### src/rtl/uart_core.sv
// uart_core: 8N1 UART transmitter with receive-and-echo loopback path.
// Define UART_PARITY_EN to add an even-parity bit on both TX paths.

module uart_core_tx #(
    parameter int CLKS_PER_BIT = 1
) (
    input  logic       clk,
    input  logic       n_rst,
    input  logic       i_load,
    input  logic [7:0] i_data,
    output logic       o_tx
);
    localparam logic [15:0] LAST = 16'(CLKS_PER_BIT - 1);

    typedef enum logic [2:0] {
        S_IDLE,
        S_START,
        S_DATA,
        S_PAR,
        S_STOP
    } state_t;

    state_t      r_state, w_state;
    logic [15:0] r_clk, w_clk;
    logic [2:0]  r_idx, w_idx;
    logic [7:0]  r_data, w_data;
    logic        r_tx, w_tx;
    logic        w_last;

    always_ff @(posedge clk or negedge n_rst) begin
        if (!n_rst) begin
            r_state <= S_IDLE;
            r_clk   <= '0;
            r_idx   <= '0;
            r_data  <= '0;
            r_tx    <= 1'b1;
        end else begin
            r_state <= w_state;
            r_clk   <= w_clk;
            r_idx   <= w_idx;
            r_data  <= w_data;
            r_tx    <= w_tx;
        end
    end

    assign o_tx = r_tx;

    always_comb begin
        w_state = r_state;
        w_clk   = r_clk;
        w_idx   = r_idx;
        w_data  = r_data;
        w_last  = (r_clk == LAST);
        if (r_state != S_IDLE)
            w_clk = w_last ? 16'd0 : r_clk + 16'd1;
        unique case (r_state)
            S_IDLE: begin
                if (i_load) begin
                    w_state = S_START;
                    w_data  = i_data;
                    w_idx   = 3'd0;
                end
            end
            S_START: begin
                if (w_last)
                    w_state = S_DATA;
            end
            S_DATA: begin
                if (w_last) begin
                    w_idx = r_idx + 3'd1;
                    if (r_idx == 3'd7) begin
`ifdef UART_PARITY_EN
                        w_state = S_PAR;
`else
                        w_state = S_STOP;
`endif
                    end
                end
            end
`ifdef UART_PARITY_EN
            S_PAR: begin
                if (w_last)
                    w_state = S_STOP;
            end
`endif
            S_STOP: begin
                if (w_last)
                    w_state = S_IDLE;
            end
            default: w_state = S_IDLE;
        endcase
        // Line value follows the next state so the bit leaves with the edge.
        w_tx = 1'b1;
        case (w_state)
            S_START: w_tx = 1'b0;
            S_DATA:  w_tx = w_data[w_idx];
`ifdef UART_PARITY_EN
            S_PAR:   w_tx = ^w_data;
`endif
            default: w_tx = 1'b1;
        endcase
    end
endmodule

module uart_core #(
    parameter int CLKS_PER_BIT = 1
) (
    input  logic       clk,
    input  logic       n_rst,
    input  logic       start,
    input  logic [7:0] din,
    output logic       dout,
    output logic       final_dout
);
    localparam logic [15:0] LAST = 16'(CLKS_PER_BIT - 1);
    localparam logic [15:0] HALF = 16'(CLKS_PER_BIT / 2);

    typedef enum logic [2:0] {
        R_IDLE,
        R_START,
        R_DATA,
        R_PAR,
        R_STOP,
        R_WAIT
    } rx_state_t;

    logic        r_start_d;
    logic        w_start_rise;
    rx_state_t   r_rx_state, w_rx_state;
    logic [15:0] r_rx_clk, w_rx_clk;
    logic [2:0]  r_rx_idx, w_rx_idx;
    logic [7:0]  r_rx_data, w_rx_data;
    logic        r_line_d;
    logic        w_rx_last;
    logic        w_rx_done;
`ifdef UART_PARITY_EN
    logic        r_rx_perr, w_rx_perr;
`endif

    assign w_start_rise = start & ~r_start_d;

    uart_core_tx #(.CLKS_PER_BIT(CLKS_PER_BIT)) u_tx (
        .clk    (clk),
        .n_rst  (n_rst),
        .i_load (w_start_rise),
        .i_data (din),
        .o_tx   (dout)
    );

    always_ff @(posedge clk or negedge n_rst) begin
        if (!n_rst) begin
            r_start_d  <= 1'b0;
            r_line_d   <= 1'b1;
            r_rx_state <= R_IDLE;
            r_rx_clk   <= '0;
            r_rx_idx   <= '0;
            r_rx_data  <= '0;
`ifdef UART_PARITY_EN
            r_rx_perr  <= 1'b0;
`endif
        end else begin
            r_start_d  <= start;
            r_line_d   <= dout;
            r_rx_state <= w_rx_state;
            r_rx_clk   <= w_rx_clk;
            r_rx_idx   <= w_rx_idx;
            r_rx_data  <= w_rx_data;
`ifdef UART_PARITY_EN
            r_rx_perr  <= w_rx_perr;
`endif
        end
    end

    always_comb begin
        w_rx_state = r_rx_state;
        w_rx_clk   = r_rx_clk;
        w_rx_idx   = r_rx_idx;
        w_rx_data  = r_rx_data;
        w_rx_done  = 1'b0;
        w_rx_last  = (r_rx_clk == LAST);
`ifdef UART_PARITY_EN
        w_rx_perr  = r_rx_perr;
`endif
        unique case (r_rx_state)
            R_IDLE: begin
                // The detecting cycle is offset 0 of the start bit.
                if (r_line_d && !dout) begin
                    w_rx_idx = 3'd0;
                    if (HALF == 16'd0) begin
                        w_rx_state = R_DATA;
                        w_rx_clk   = 16'd0;
                    end else begin
                        w_rx_state = R_START;
                        w_rx_clk   = 16'd1;
                    end
                end
            end
            R_START: begin
                if (r_rx_clk == HALF) begin
                    w_rx_clk   = 16'd0;
                    w_rx_state = dout ? R_IDLE : R_DATA;
                end else begin
                    w_rx_clk = r_rx_clk + 16'd1;
                end
            end
            R_DATA: begin
                if (w_rx_last) begin
                    w_rx_clk  = 16'd0;
                    w_rx_data = {dout, r_rx_data[7:1]};
                    w_rx_idx  = r_rx_idx + 3'd1;
                    if (r_rx_idx == 3'd7) begin
`ifdef UART_PARITY_EN
                        w_rx_state = R_PAR;
`else
                        w_rx_state = R_STOP;
`endif
                    end
                end else begin
                    w_rx_clk = r_rx_clk + 16'd1;
                end
            end
`ifdef UART_PARITY_EN
            R_PAR: begin
                if (w_rx_last) begin
                    w_rx_clk   = 16'd0;
                    w_rx_perr  = dout ^ (^r_rx_data);
                    w_rx_state = R_STOP;
                end else begin
                    w_rx_clk = r_rx_clk + 16'd1;
                end
            end
`endif
            R_STOP: begin
                if (w_rx_last) begin
                    w_rx_clk = 16'd0;
                    if (dout) begin
                        w_rx_state = R_IDLE;
`ifdef UART_PARITY_EN
                        w_rx_done  = ~r_rx_perr;
`else
                        w_rx_done  = 1'b1;
`endif
                    end else begin
                        w_rx_state = R_WAIT;
                    end
                end else begin
                    w_rx_clk = r_rx_clk + 16'd1;
                end
            end
            R_WAIT: begin
                if (dout)
                    w_rx_state = R_IDLE;
            end
            default: w_rx_state = R_IDLE;
        endcase
    end

    uart_core_tx #(.CLKS_PER_BIT(CLKS_PER_BIT)) u_echo (
        .clk    (clk),
        .n_rst  (n_rst),
        .i_load (w_rx_done),
        .i_data (r_rx_data),
        .o_tx   (final_dout)
    );
endmodule

### config.mk
export PLATFORM = sky130hd
export DESIGN_NAME = uart_core
export DESIGN_NICKNAME = d
export VERILOG_FILES = /design/src/rtl/uart_core.sv
export SDC_FILE = /design/constraint.sdc
export NUM_CORES = 1
export LEC_CHECK = 0
export ABC_AREA = 1
export BUFFER_PORTS_ARGS = -buffer_cell sky130_fd_sc_hd__buf_2
export CAP_MARGIN = 20
export CORE_MARGIN = 3
export CORE_UTILIZATION = 67
export CTS_BUF_LIST = sky130_fd_sc_hd__clkbuf_4 sky130_fd_sc_hd__clkbuf_8
export DETAILED_ROUTE_END_ITERATION = 16
export PLACE_DENSITY = 0.85
export SETUP_SLACK_MARGIN = 0.02
export SKIP_CTS_REPAIR_TIMING = 1
export SLEW_MARGIN = 20
export SYNTH_ARGS = -nofsm -noshare
export SYNTH_HDL_FRONTEND = slang
export SYNTH_SLANG_ARGS = --single-unit
export TNS_END_PERCENT = 30
### constraint.sdc
create_clock -name clk -period 2.85 [get_ports clk]
set_input_delay 0.1425 -clock clk [delete_from_list [all_inputs] [get_ports clk]]
set_output_delay 0.1425 -clock clk [all_outputs]
set_load 0.005 [all_outputs]
Word-level counts from Yosys, hierarchy flattened --
Cells that the tools add are included.
Storage, ports and cells: flip-flop bits (word level) 94, bits of input ports 11, output and inout bits 2, logic and storage cells 114
Cells by class: add/subtract/negate cells 6, equality and inequality tests 23, order comparisons 2, reductions and logical operators 17, bitwise gates (word level) 2, mux-type cells 48
Operators with widths (number):
- $mux W3 | 23
- $mux W16 | 4
- $add A16 B1 Y16 const B | 3
- $logic_not A16 Y1 | 3
- $mux W8 | 4
- $pmux W16 S2 | 1
- $pmux W3 S4 | 2
- $eq A3 B3 Y1 const B | 7
- $pmux W3 S2 | 3
- $eq A3 B1 Y1 const B | 5
- $eq A3 B2 Y1 const B | 5
- $pmux W3 S5 | 1
- $ne A2 B2 Y1 const B | 5
- $add A3 B1 Y3 const B | 3
- $logic_not A3 Y1 | 3
- $lt A3 B4 Y1 const B | 2
- $bmux W1 S3 | 2
- $reduce_and A6 Y1 | 1
- $reduce_bool A3 Y1 | 2
- $mux W1 | 5
- $pmux W1 S2 | 2
- $reduce_and A2 Y1 | 2
- $reduce_bool A2 Y1 | 2
- $reduce_and A3 Y1 | 1
- 7 further kinds | 7

Depth between registers and ports, before layout --
Gate-level depths: netlist of the first run.
depth in word-level cells 8, depth in mapped cells 16, gate-level depth less buffers 16

Modules after synthesis --
Synthesis of the first run repeated with hierarchy kept, for this count alone.
Unflattened totals: cells, all modules 651, area total of the unflattened synthesis 5310.1 µm²
By module, submodules not included:
- uart_core_tx | sequential area each 777.0 µm², times used 2, area an instance 1747.9 µm², cells an instance 198
- uart_core | sequential area each 802.0 µm², times used 1, area an instance 1814.2 µm², cells an instance 255

Least setup slack after synthesis of the first run --
No wires, ideal clock.
path kind register to register, start register r_rx_clk[0], end register u_echo.r_tx (netlist: u_echo.o_tx), slack 1.110 ns, buffers on the path 1, data arrival time 1.664 ns, cell stages (with the launch flop) 15, library setup time 0.076 ns, period minus slack after synthesis 1.740 ns, required time 2.774 ns, cell sequence dfrtp_1 > inv_1 > ha_1 > inv_1 > nor2_1 > nand2_1 > nor2_2 > nand3_4 > buf_6 > o21ai_2 > nand3_1 > nand3_1 > nand3b_1 > nand3_1 > nand2_1
On the way: cells in the longest elaborated chain, start to end 8, elaborated cells between the ends (all ways) 14, classes of those cells eq/ne (2); mux (11); reduce/logical (1)
RTL lines:
- start: declaration | RTL line 130 | logic [15:0] r_rx_clk, w_rx_clk;
- start signal: assignment | RTL line 165 | r_rx_clk <= w_rx_clk;
- $logic_not A16 Y1 * | RTL line 180 | w_rx_last = (r_rx_clk == LAST);
- $mux W1 * | RTL line 234 | if (w_rx_last) begin
- $mux W1 * | RTL line 184 | unique case (r_rx_state)
- $mux W3 or $mux W8 (tied branches) | RTL line 58 | if (i_load) begin
- $pmux W3 S2 or $mux W8 (tied branches) | RTL line 56 | unique case (r_state)
- $bmux W1 S3 | RTL line 96 | S_DATA: w_tx = w_data[w_idx];
- $mux W1 (implied by the code) | RTL line 96
- $pmux W1 S2 * | RTL line 94 | case (w_state)
- net u_echo.w_tx | RTL line 27 | logic r_tx, w_tx;
- end signal: assignment | RTL line 42 | r_tx <= w_tx;
- end: declaration | RTL line 27
Mark *: on every way through the listed nets, which the timed path passes. The rest lies on a longest branch. The select of a mux whose other input is x is not followed. A chain may end at the register's enable or synchronous reset.

Worst setup path in the final report of the first run --
Ends and elaborated chain as after synthesis.

==> metrics.csv, run 1 <==
stage,metric,value,unit
status,outcome,"finished, final reports clean",
floorplan,Core Box Area,7330,um^2
placed_design,DP Wirelength,7210,um
floorplan,I/O pins,13,
synth,post-synthesis register bit count,94,
placed_design,placed cell area,5280,um^2
clocking,CTS tree,built,
final_layout,Non-Filler Instances,747,
timing,Layout Skew,0.0113,ns
global_routing,global-route wire length before repair,17200,um
timing,RSZ-0062 raised after global routing,no,
worst_setup_path,slowest CP cell,dfrtp_1,
timing,fin worst setup slack,0.800,ns
worst_setup_path,Setup crit start kind,register,
min_path,worst hold start,din[5],
final_layout,Final Util,0.756,
timing,Final Setup Violations,0,
drt,Detailed Route Iter0 Violations,260,
worst_setup_path,CP Class,register to register,
timing,Max-slew headroom,0.470,
floorplan,DIE AREA,8690,um^2
final_layout,post-route cell area,5550,um^2
synth,share of flip-flops with an asynchronous set or reset,1.00,
clocking,Root Buffer,clkbuf_8,
clocking,H-Tree Depth,3,
clocking,Num CTS Buffers,9,
timing,Fmax,0.488,GHz
floorplan,row cnt,31,
clocking,Clock Latency Late Sink,0.36,ns
drt,Routed Antenna Nets,0,
min_path,Hold Path Class,input port to register,
synth,Syn. warnings,0,
timing,fin crit period,2.05,ns
worst_setup_path,worst path required time,3.14,ns
worst_setup_path,Setup crit end kind,register,
synth,syn avg cell area,8.22,um^2
synth,predominant post-synthesis flop cell,dfrtp_1,
clocking,clock buffer depth,2,
placed_design,Placed Cells,729,
global_routing,pin count of the biggest net entering global routing,64,
drt,drt pass-1 iters,5,
drt,routed wire length,9960,um
drt,vias per cell,5.63,
final_layout,Post-layout nets,666,
synth,synthesized area,5100,um^2
power,LEAKAGE,0.00281,uW
timing,Least-Margin Pin Slew,0.795,ns
synth,cell count after synthesis,620,
timing,Hold Fails Final Rpt,0,
synth,Synth cell types,45,
global_routing,initial antenna violation count,0,
clocking,clk slew on worst S/H paths,0.09,ns
worst_setup_path,crit path launch,r_rx_clk[0]$_DFFE_PN0P_,
timing,Final period util,0.719,
floorplan,DIE HEIGHT,93.2,um
worst_setup_path,"critical path fanouts, max",18,
placed_design,placer congestion estimate,0.863,
synth,Mapped Nets,643,
final_layout,diodes inserted,0,
floorplan,Starting Density,0.696,
timing,TNS Setup,0,ns
power,cell area power density,819,nW/um^2
drt,Routed WL per cell,13.3,um
worst_setup_path,worst path arrival time,2.34,ns
drt,drc violations,0,
placed_design,I/O Buffers,12,
worst_setup_path,R2R Setup Slk,0.80,ns
run,Max Cap Viol,0,
final_layout,share of layout cells above drive strength 1,0.142,
worst_setup_path,worst r2r src,r_rx_clk[0]$_DFFE_PN0P_,
worst_setup_path,Worst path max stage delay,0.41,ns
power,Max VDD drop,0.622,mV
drt,Vias,4202,
floorplan,width of the die,93.2,um
global_routing,number of global-route vias before repair,3980,
global_routing,Tot GR Track Use,0.247,
worst_setup_path,CP Cell Sequence,inv_1 -> ha_1 -> inv_1 -> nor2_1 -> nand2_1 -> nor2_2 -> nand3_4 -> o21ai_0 -> nand2_1 -> nand3_1 -> nand3_1 -> nand3_1 -> nand2_1,
placed_design,Setup WS pre-CTS,0.880,ns
clocking,Clock Sink Count,94,
global_routing,Congestion Overflow GR,0,
synth,sequential area share after synthesis,0.462,
synth,Post-synth EDFFs,0,
timing,final max-slew violation count,0,
final_layout,Layout area overhead,8.76,%
cell usage in the layout, fill, tap and decap left out, types with 3 or more instances in the layout:
| master | n |
|---|---|
| a211oi_1 | 3 |
| a21oi_1 | 13 |
| buf_2 | 11 |
| bufinv_16 | 3 |
| clkbuf_8 | 9 |
| dfrtp_1 | 91 |
| dfstp_2 | 3 |
| ha_1 | 12 |
| inv_1 | 92 |
| inv_2 | 16 |
| nand2_1 | 123 |
| nand2_2 | 8 |
| nand3_1 | 49 |
| nand3_2 | 5 |
| nand3_4 | 3 |
| nand3b_1 | 3 |
| nand4_1 | 22 |
| nor2_1 | 45 |
| nor2_2 | 11 |
| nor2_4 | 3 |
| nor3_1 | 11 |
| nor3_2 | 6 |
| nor4_1 | 10 |
| o21ai_0 | 28 |
| o21ai_1 | 11 |
| o21ai_2 | 3 |
| xnor2_1 | 5 |
| xor2_1 | 20 |
routing by layer:
| layer | track usage | routed length, um |
|---|---|---|
| met4 | 0.0952 | 192 |
| met2 | 0.421 | 4910 |
| met1 | 0.317 | 4500 |
| met5 | 0 | 0 |
| met3 | 0.0362 | 360 |
worst paths after layout:
| kind | end | depth (start not counted) |
|---|---|---|
| setup / recovery | u_echo.o_tx$_DFF_PN1_ | 13 |
| hold / removal | u_tx.r_data[5]$_DFF_PN0_ | 3 |
| setup reg to reg | u_echo.o_tx$_DFF_PN1_ | 13 |
| hold reg to reg | r_line_d$_DFF_PN1_ | 0 |
| max in group asynchronous | u_tx.o_tx$_DFF_PN1_ | 3 |
| min in group asynchronous | r_rx_clk[11]$_DFFE_PN0P_ | 2 |
cell type report:
class	instances	area, um^2
inverters	110	415
flip-flops and latches	94	2360
multi-input cells	412	2300
repair buffers	16	110
clock inverters	7	120
clock buffers	9	124
well taps	99	124
fillers	491	1790
report_power, final:
part           switching, uW  internal, uW
Clock                    469           587
Combinational           1120           556
Sequential               176          1630
Total                   1760          2780
per-stage QoR:
step | power [uW] | hold slack, ns
finish | 4540 | 0.00994
global placement | 3390 | 0.264
global route | 4870 | 0.00844
detailed placement | 3480 | 0.267
CTS | 4550 | -0.108
floorplan | 3110 | -0.153
state kept, by name, indices dropped and copies added, names as in the netlist, 8 cells and up:
| name | cells |
|---|---|
| r_rx_clk | 16 |
| r_rx_data | 8 |
| u_echo.r_clk | 16 |
| u_echo.r_data | 8 |
| u_tx.r_clk | 16 |
| u_tx.r_data | 8 |
worst max-delay path, delay by kind of cell (launching register included):
kind	cells	cell delay, ns
compound gates	1	0.31
fa+ha+maj	1	0.15
buf+inv	2	0.14
flops	1	0.41
simple gates	9	0.97
cells in the mapped netlist (2+ instances only):
library cell | count | area, um^2
nor4_1 | 10 | 62.6
dfrtp_1 | 91 | 2280
nand3_1 | 49 | 245
a22o_1 | 2 | 17.5
dfstp_2 | 3 | 78.8
nor3_2 | 6 | 60.1
nand3_2 | 5 | 50.1
nand3b_1 | 3 | 22.5
inv_1 | 92 | 345
a21oi_1 | 13 | 65.1
o21ai_1 | 11 | 55.1
or2_0 | 2 | 12.5
nor2_4 | 3 | 33.8
inv_2 | 16 | 60.1
nor2_1 | 45 | 169
xor2_1 | 20 | 175
o22ai_1 | 2 | 12.5
nor2_2 | 11 | 68.8
nand4_1 | 22 | 138
nor3_1 | 11 | 55.1
nand3_4 | 3 | 52.6
o21ai_0 | 28 | 140
ha_1 | 12 | 150
xnor2_1 | 5 | 43.8
a211oi_1 | 3 | 22.5
buf_4 | 2 | 15.0
nand2_1 | 123 | 462
o21ai_2 | 3 | 26.3
nand2_2 | 8 | 50.1
cells by family (layout without fill, tap and decap cells):
logic type	Yosys count	count (layout)	share of synthesized area
and+or+nand+nor	305	305	0.299
buffers and inverters	114	142	0.0876
DFF	94	94	0.462
AOI/OAI and AO/OA	70	70	0.0785
xor gates and xnor gates	25	25	0.0429
adders and majority gates	12	12	0.0294
(Power assumes the default switching activity.)
==> inputs of run 2 (changes only) <==
--- a/config.mk
+++ b/config.mk
@@ -9,10 +9,10 @@
 export BUFFER_PORTS_ARGS = -buffer_cell sky130_fd_sc_hd__buf_2
 export CAP_MARGIN = 20
 export CORE_MARGIN = 3
-export CORE_UTILIZATION = 67
+export CORE_UTILIZATION = 59
 export CTS_BUF_LIST = sky130_fd_sc_hd__clkbuf_4 sky130_fd_sc_hd__clkbuf_8
 export DETAILED_ROUTE_END_ITERATION = 16
-export PLACE_DENSITY = 0.85
+export PLACE_DENSITY = 0.79
 export SETUP_SLACK_MARGIN = 0.02
 export SKIP_CTS_REPAIR_TIMING = 1
 export SLEW_MARGIN = 20
==> constraint.sdc (replaced) <==
create_clock -name clk -period 1.72 [get_ports clk]
set_input_delay 0.086 -clock clk [delete_from_list [all_inputs] [get_ports clk]]
set_output_delay 0.086 -clock clk [all_outputs]
set_load 0.005 [all_outputs]
==> run 2 against run 1 <==
  * Routed wire length up 42%
  * Clock power up 82%
  * Critical path type unchanged
  * Highest routed layer unchanged
  * The flow now finishes with violations (negative setup slack)
  * Design area up 21%
==> metrics.csv, run 2 (synthesis gave the netlist of run 1 again) <==
stage,metric,value,unit,change
floorplan,width of the die,99.0,um,+6.1%
power,LEAKAGE,0.00337,uW,+20%
power,cell area power density,1360,nW/um^2,+66%
global_routing,met2 usage,0.404,,-0.0172
global_routing,initial antenna violation count,0,,unchanged
placed_design,DP Wirelength,8020,um,+11%
worst_setup_path,Setup crit start kind,register,,
global_routing,grt met3 use,0.0276,,-0.00860
clocking,H-Tree Depth,3,,unchanged
drt,drt pass-1 iters,7,,+2
global_routing,Congestion Overflow GR,0,,unchanged
clocking,clk slew on worst S/H paths,0.10,ns,about the same
global_routing,Most Crowded Layer GR,met2,,
worst_setup_path,slowest CP cell,dfrtp_1,,
placed_design,placed cell area,5820,um^2,+10%
timing,fin worst setup slack,-0.288,ns,-1.09 ns
placed_design,I/O Buffers,12,,unchanged
worst_setup_path,CP Cell Sequence,inv_2 -> ha_4 -> inv_2 -> nor2_2 -> nand2_2 -> nor2_4 -> nand3_4 -> o21ai_1 -> nand2_1 -> nand3_1 -> nand3_1 -> nand3_1 -> nand2_1,,
clocking,clock buffer depth,2,,unchanged
final_layout,most frequent cells in the layout,"nand2_1 (106), dfrtp_1 (89), inv_1 (80)",,
worst_setup_path,CP Class,register to register,,
global_routing,pin count of the biggest net entering global routing,46,,-28%
timing,Fmax,0.498,GHz,+2.1%
drt,Routed WL per cell,16.7,um,+25%
worst_setup_path,worst path required time,2.02,ns,-1.12 ns
timing,Final Setup Violations,33,,+33
worst_setup_path,crit path launch,r_rx_clk[1]$_DFFE_PN0P_,,
global_routing,Tot GR Track Use,0.233,,-0.0138
clocking,CTS tree,built,,
worst_setup_path,worst r2r src,r_rx_clk[1]$_DFFE_PN0P_,,
min_path,Hold Path Class,input port to async pin,,
final_layout,Layout area overhead,31.8,%,
clocking,Clock Latency Late Sink,0.36,ns,about the same
global_routing,global-route wire length before repair,18800,um,+9.1%
power,Max VDD drop,0.830,mV,+33%
floorplan,DIE HEIGHT,99.0,um,+6.1%
timing,Hold Fails Final Rpt,0,,unchanged
run,Max Cap Viol,0,,unchanged
timing,Max-slew headroom,0.710,,+0.240
worst_setup_path,Setup crit end kind,register,,
timing,Least-Margin Pin Slew,0.435,ns,-0.360 ns
final_layout,Post-layout nets,760,,+14%
floorplan,DIE AREA,9790,um^2,+13%
power,"Power, Total",9110,uW,+100%
timing,final max-slew violation count,0,,unchanged
timing,fin crit period,2.01,ns,-0.0424 ns
floorplan,I/O pins,13,,unchanged
placed_design,Setup WS pre-CTS,-0.199,ns,-1.08 ns
floorplan,Starting Density,0.614,,-0.0812
worst_setup_path,"critical path fanouts, max",5,,-13
worst_setup_path,Worst path max stage delay,0.41,ns,about the same
worst_setup_path,CP most frequent cell,nand3_1,,
worst_setup_path,worst path arrival time,2.31,ns,-0.03 ns
placed_design,placer congestion estimate,0.843,,-2.3%
final_layout,share of layout cells above drive strength 1,0.334,,+0.192
timing,Final period util,1.17,,+0.448
floorplan,Core Box Area,8300,um^2,+13%
clocking,Num CTS Buffers,9,,unchanged
drt,Detailed Route Iter0 Violations,459,,+77%
floorplan,row cnt,33,,+6.5%
final_layout,Largest regs,"r_rx_clk (16), u_echo.r_clk (16), u_tx.r_clk (16)",,
timing,Min Hold Slack,0.204,ns,+0.194 ns
clocking,Root Buffer,clkbuf_8,,
final_layout,diodes inserted,0,,unchanged
status,outcome,"finished, violations left",,
global_routing,GR met1 Demand/Resource,0.299,,-0.0183
drt,routed wire length,14100,um,+42%
drt,drc violations,0,,unchanged
status,failing checks,negative setup slack,,
final_layout,post-route cell area,6720,um^2,+21%
global_routing,number of global-route vias before repair,4262,,+7.1%
worst_setup_path,buffers and inverters on the worst path,2,,unchanged
timing,RSZ-0062 raised after global routing,yes,,
drt,Routed Antenna Nets,0,,unchanged
final_layout,"commonest non-fill, non-tap cell in the layout",nand2_1,,
timing,Layout Skew,0.00908,ns,-0.00222 ns
timing,TNS Setup,-3.92,ns,-3.92 ns
worst_setup_path,cell family with most CP delay,simple AND/OR/NAND/NOR gates,,
drt,vias per cell,5.85,,+3.9%
drt,Vias,4951,,+18%
clocking,Clock Sink Count,94,,unchanged
-- run 2: layout make-up --
| class | count | area [um^2] |
|---|---|---|
| inverter | 110 | 425 |
| fill | 456 | 1580 |
| sequential | 94 | 2360 |
| clock buffer | 9 | 124 |
| clock inverter | 7 | 144 |
| multi-input combinational | 414 | 2680 |
| timing repair inverter | 1 | 7.51 |
| timing repair buffer | 107 | 847 |
| tap | 105 | 131 |
-- run 2: stage by stage --
stage          instances  utilization
2_1_floorplan        620            -
3_5_place_dp         805        0.701
4_1_cts              821        0.733
3_3_place_gp         805        0.701
5_1_grt              847        0.810
6_report             847        0.810
-- run 2: power by group --
group	internal, uW	leakage [uW]	switching [uW]	total [uW]
registers	2710	0.00123	325	3030
logic	1620	0.00201	2530	4150
clock network	1120	0.000126	813	1930
-- run 2: worst paths after layout --
| check | endpoint | slack [ns] | cells after the start |
|---|---|---|---|
| setup / recovery | u_echo.o_tx$_DFF_PN1_ | -0.29 | 13 |
| hold / removal | u_echo.r_clk[3]$_DFFE_PN0N_ | 0.20 | 2 |
| min in group clk | r_start_d$_DFF_PN0_ | 0.38 | 2 |
| hold reg to reg | u_tx.r_data[5]$_DFF_PN0_ | 0.49 | 2 |
| max in group asynchronous | u_tx.o_tx$_DFF_PN1_ | 0.86 | 3 |
| setup reg to reg | u_echo.o_tx$_DFF_PN1_ | -0.29 | 13 |
-- run 2: layer usage --
| layer | vias up | share of wire |
|---|---|---|
| li1 | 2257 | - |
| met1 | 2378 | 0.39 |
| met2 | 234 | 0.52 |
| met3 | 82 | 0.052 |
| met4 | 0 | 0.043 |
| met5 | - | 0 |
